**src/rtl/hilo_muldiv_unit.sv**
```systemverilog
// Iterative MULT/MULTU/DIV/DIVU unit owning HI/LO; results land SIZE+1 cycles after an accepted Start.
// Optional macro HILO_DIV0_EN: divide by zero short-circuits in one cycle and pulses DivZero.
module hilo_muldiv_unit #(
   parameter int SIZE = 32
) (
   input  logic            CLK,
   input  logic            RST,
   input  logic            Start,
   input  logic [1:0]      Op,
   input  logic [SIZE-1:0] SrcA,
   input  logic [SIZE-1:0] SrcB,
   input  logic [SIZE-1:0] WrData,
   input  logic            HEN,
   input  logic            LEN,
   output logic            Busy,
   output logic            Done,
   output logic            DivZero,
   output logic [SIZE-1:0] hi,
   output logic [SIZE-1:0] lo
);
   localparam int CW = $clog2(SIZE);

   typedef enum logic [1:0] {IDLE, CALC, FIX} state_t;

   state_t            state;
   logic [CW-1:0]     cnt;
   logic [1:0]        op_r;
   logic              neg_a, neg_b, dz_pend;
   logic [SIZE-1:0]   acc_hi, acc_lo, opb;

   logic              is_signed;
   logic [SIZE-1:0]   mag_a, mag_b;
   logic [SIZE:0]     sum;
   logic [SIZE-1:0]   shl_lo;
   logic [SIZE:0]     diff;
   logic              ge;
   logic [SIZE-1:0]   step_hi, step_lo;
   logic [2*SIZE-1:0] prod, prod_fix;
   logic [SIZE-1:0]   quo_fix, rem_fix;

   always_comb begin
      is_signed = ~Op[0];
      mag_a     = (is_signed && SrcA[SIZE-1]) ? -SrcA : SrcA;
      mag_b     = (is_signed && SrcB[SIZE-1]) ? -SrcB : SrcB;

      // Multiply: acc_lo holds the multiplier and shifts product bits in from the top.
      sum = {1'b0, acc_hi} + (acc_lo[0] ? {1'b0, opb} : '0);

      // Divide: the partial remainder stays below the divisor, so a set top bit of
      // acc_hi guarantees the shifted value exceeds it and the low bits are exact.
      shl_lo = {acc_hi[SIZE-2:0], acc_lo[SIZE-1]};
      diff   = {1'b0, shl_lo} - {1'b0, opb};
      ge     = acc_hi[SIZE-1] | ~diff[SIZE];

      if (op_r[1]) begin
         step_hi = ge ? diff[SIZE-1:0] : shl_lo;
         step_lo = {acc_lo[SIZE-2:0], ge};
      end else begin
         step_hi = sum[SIZE:1];
         step_lo = {sum[0], acc_lo[SIZE-1:1]};
      end

      prod     = {acc_hi, acc_lo};
      prod_fix = (~op_r[0] & (neg_a ^ neg_b)) ? -prod : prod;
      quo_fix  = (~op_r[0] & (neg_a ^ neg_b)) ? -acc_lo : acc_lo;
      rem_fix  = (~op_r[0] & neg_a) ? -acc_hi : acc_hi;
   end

   always_ff @(posedge CLK or negedge RST) begin
      if (!RST) begin
         state   <= IDLE;
         cnt     <= '0;
         op_r    <= 2'b00;
         neg_a   <= 1'b0;
         neg_b   <= 1'b0;
         dz_pend <= 1'b0;
         acc_hi  <= '0;
         acc_lo  <= '0;
         opb     <= '0;
         hi      <= '0;
         lo      <= '0;
         Busy    <= 1'b0;
         Done    <= 1'b0;
         DivZero <= 1'b0;
      end else begin
         Done    <= 1'b0;
         DivZero <= 1'b0;
         case (state)
            IDLE: begin
               if (HEN) hi <= WrData;
               if (LEN) lo <= WrData;
               if (Start) begin
                  op_r    <= Op;
                  neg_a   <= is_signed & SrcA[SIZE-1];
                  neg_b   <= is_signed & SrcB[SIZE-1];
                  acc_hi  <= '0;
                  acc_lo  <= mag_a;
                  opb     <= mag_b;
                  cnt     <= '0;
                  dz_pend <= 1'b0;
                  Busy    <= 1'b1;
                  state   <= CALC;
`ifdef HILO_DIV0_EN
                  if (Op[1] && (SrcB == '0)) begin
                     dz_pend <= 1'b1;
                     acc_hi  <= SrcA;
                     state   <= FIX;
                  end
`endif
               end
            end
            CALC: begin
               acc_hi <= step_hi;
               acc_lo <= step_lo;
               cnt    <= cnt + CW'(1);
               if (cnt == CW'(SIZE-1)) state <= FIX;
            end
            FIX: begin
               if (dz_pend) begin
                  hi      <= acc_hi;
                  lo      <= '1;
                  DivZero <= 1'b1;
               end else if (op_r[1]) begin
                  hi <= rem_fix;
                  lo <= quo_fix;
               end else begin
                  {hi, lo} <= prod_fix;
               end
               Done  <= 1'b1;
               Busy  <= 1'b0;
               state <= IDLE;
            end
            default: state <= IDLE;
         endcase
      end
   end
endmodule

```
**config.mk**
```make
export PLATFORM = sky130hd
export DESIGN_NAME = hilo_muldiv_unit
export DESIGN_NICKNAME = d
export VERILOG_FILES = /design/src/rtl/hilo_muldiv_unit.sv
export SDC_FILE = /design/constraint.sdc
export NUM_CORES = 1
export LEC_CHECK = 0
export CORE_ASPECT_RATIO = 1.4
export CORE_MARGIN = 5
export CORE_UTILIZATION = 58
export DETAILED_ROUTE_END_ITERATION = 8
export PLACE_DENSITY = 0.82
export SYNTH_ARGS = -nofsm -noshare
export SYNTH_HDL_FRONTEND = slang
export SYNTH_SLANG_ARGS = --single-unit
```
**constraint.sdc**
```tcl
create_clock -name CLK -period 4.7 [get_ports CLK]
set_input_delay 0.705 -clock CLK [delete_from_list [all_inputs] [get_ports CLK]]
set_output_delay 0.705 -clock CLK [all_outputs]
set_load 0.02 [all_outputs]
```
==> flow_summary.ini <==
[run_status]
status = complete, no violations

[critical_path]
crit_chain = ha_1, a21oi_1, o21ai_0, a2111oi_0, o32ai_1, buf_4, a21boi_1, o21a_1, buf_4, nor2_1, a21oi_1, o21ai_0
worst-path-buf-inv = 2
worst-setup-path-type = reg2reg
cp_slowest_cell = o21a_1
worstPathArrival_ns = 4.28
cpPeakStageDelay_ns = 0.69
cp_max_fo = 24
cp-start-kind = register
r2r-start = acc_hi[10]$_DFFE_PN0P_
cp.required_ns = 5.01
r2r_end = acc_hi[5]$_DFFE_PN0P_
reg2reg_slack_ns = 0.73
ff2ff_path_depth = 12
end_kind = register
crit_family = compound AO/OA/AOI/OAI gates

[routing]
drc = 0
topRoutingLayerUsed = met4
ant_nets = 0
detailedRoute.firstIterationViolations = 1323
drtPass1Iterations = 8
vias_per_cell = 6.27
drt-met1-wl_um = 17300
postRouteWirelength_um = 45100
vias = 14336
wl_met3_um = 2580
met2_length_um = 22600
detail_route.wl_per_cell_um = 19.7

[clock_tree]
post_cts.repair.setup_buffers = 0
worstSkewPairLatency_ns = 0.45
htree_levels = 4
cts_hold_buf = 0
numClockSinks = 173
cts.path.max_buffers = 2
cts_resized = 0
root_buffer = clkbuf_16
clk_pin_slew_worst_paths_ns = 0.07
cts_tree = done
numCtsBuffers = 17

[finish]
nFillCells = 2076
final_cell_mix = o21ai_0, nand2_1, dfrtp_1
num_antenna_cells = 0
syn_to_final_growth_pct = 17.8
drive_above_1_share_pct = 4.26
fin_nets = 2132
layout_commonest_cell = o21ai_0

[timing]
relSlewSlack_pct = 23.6
timing.final.crit_period_ns = 3.97
fin_skew_ns = 0.0140
final-setup-viol-count = 0
tightestPinTransition_ns = 1.14
fmax_mhz = 252
fin_setup_tns_ns = 0
maxSlewViolCount = 0
hold_viol_final = 0
fin_hold_ws_ns = 0.340
rsz0062_at_grt = no
fin_crit_sh_pct = 84.5

[logic_synthesis]
yosys_warnings = 0
yosysTopAreaCell = dfrtp_1
async_flop_share_pct = 100
synth_top_cells_by_area = dfrtp_1, o21ai_0, ha_1, nand2_1, a21oi_1
synthAdderAreaFrac_pct = 6.40
avgSynthCellArea_um2 = 7.73
ys_seq_elements = 173
synth_seq_area_share_pct = 30.3
ys.flop_type = dfrtp_1
synth_xor_area_share_pct = 10.2
synth_top_family_by_area = compound AO/OA/AOI/OAI gates
syn_area_um2 = 14300
muxShareOfSynthArea_pct = 2.52
syn_nets = 2025
yosysTopAreaCellShare_pct = 30.3
syn_inst = 1850
yosys.area_share.simple_pct = 19.4
synth_compound_area_share_pct = 26.6
yosysUniqueCellTypes = 79
synth_edf_count = 0

[place]
hpwl_um = 35000
port_buffers = 168
gp_congestion = 0.992

[die]
fp.dieH_um = 196
die_w_um = 143
fp.coreArea_um2 = 24500
initial_utilization_pct = 58.4
die_area_um2 = 28000
io_pins = 170
num_rows = 68

[job]
maxCapViolations = 0

[global_route]
globalRoute.totalOverflow = 0
antenna_found_initial = 0
grt_max_degree = 102
grt_usage_pct = 31.8
grt_pass1_wl_um = 71700
first_global_vias = 13944

[pwr]
sw_frac_of_total_pct = 50.8
clkPwrFrac_pct = 10.7
power.switching_uw = 7390
p_int_uw = 7160
powerDensity_nw_per_um2 = 864
p_total_uw = 14600
seqPwrFrac_pct = 22.6
ir_drop_uv = 377
cellLeakagePower_uw = 0.00707
p_comb_share_pct = 66.8

[worst_hold_path]
worstHoldPathType = in2async
-- metal layers --
metal	GRT usage, %	up-vias
met1	37.0	6779
met5	0	-
li1	-	6832
met3	3.93	137
met4	17.6	0
met2	56.1	588
-- logic make-up (layout without fill, tap and decap cells) --
kind of cell,count (synthesis),in the layout
xor gates and xnor gates,167,167
adders and majority gates,72,72
muxes,36,36
other,1,1
AOI/OAI and AO/OA,634,634
DFF,173,173
buffers and inverters,172,292
and+or+nand+nor,595,595
-- registers in the layout, indices dropped and copies added (netlist names) --
name and cells:
state 2, acc_hi 32, cnt 5, Done 1
Busy 1, neg_b 1, neg_a 1, acc_lo 32
lo 32, opb 32, hi 32, op_r 2
-- stage by stage --
step	cells	utilization, %	setup WS, ns	area, µm²
4_1_cts	2285	68.8	0.830	16900
5_1_grt	2285	68.8	0.436	16900
2_1_floorplan	1850	-	1.46	14300
3_5_place_dp	2253	66.2	0.747	16200
6_report	2285	68.8	0.727	16900
3_3_place_gp	2253	66.2	0.823	16200
-- final cells by class --
| class | instances | area, µm² | share of cell area, % |
|---|---|---|---|
| multi-input combinational | 1505 | 9360 | 55.5 |
| sequential | 173 | 4330 | 25.7 |
| timing repair buffer | 196 | 1890 | 11.2 |
| inverter | 64 | 240 | 1.43 |
| clock inverter | 14 | 206 | 1.22 |
| clock buffer | 18 | 429 | 2.55 |
| tap | 315 | 394 | 2.34 |
-- synthesized netlist by cell type (9+ instances only) --
master    count
nor2_1      166
nand2b_1     22
clkbuf_1     94
o21ai_0     237
o22ai_1      11
nor2b_1      16
nand2_1     229
dfrtp_1     173
nor4_1       16
a211oi_1     15
ha_1         70
xnor2_1      89
o21bai_1      9
o41ai_1      10
o21a_1       15
a21oi_1     165
a221o_1       9
xor2_1       78
mux2i_1      36
o31ai_1      16
nor3_1       29
nand3_1      25
inv_1        63
a22oi_1      20
and2_1       11
and3_1       15
or3_1        23
a21o_1       21
o21ai_1      17
a31oi_1      17
o211ai_1     14
-- worst max-delay path by stage --
stage	from	to	slack (ns)	cells after the start
final	acc_hi[10]$_DFFE_PN0P_	acc_hi[5]$_DFFE_PN0P_	0.73	12
after global routing	acc_hi[10]$_DFFE_PN0P_	acc_hi[0]$_DFFE_PN0P_	0.44	12
after CTS	acc_hi[10]$_DFFE_PN0P_	acc_hi[0]$_DFFE_PN0P_	0.83	12
after detailed placement	SrcA[8]	acc_lo[27]$_DFFE_PN0P_	0.75	10
after global placement	SrcA[8]	acc_lo[27]$_DFFE_PN0P_	0.82	10
after floorplan	acc_lo[0]$_DFFE_PN0P_	acc_hi[27]$_DFFE_PN0P_	1.46	14
-- power by group through the flow --
stage / clock network [µW] / registers (µW) / logic [µW]
after detailed placement: 0 / 3280 / 9520
after CTS: 1550 / 3260 / 9590
final: 1550 / 3280 / 9720
after global placement: 0 / 3250 / 9310
after global routing: 1620 / 3380 / 10700
after floorplan: 0 / 3210 / 6570
No activity file was read; power rests on OpenSTA's default activity.
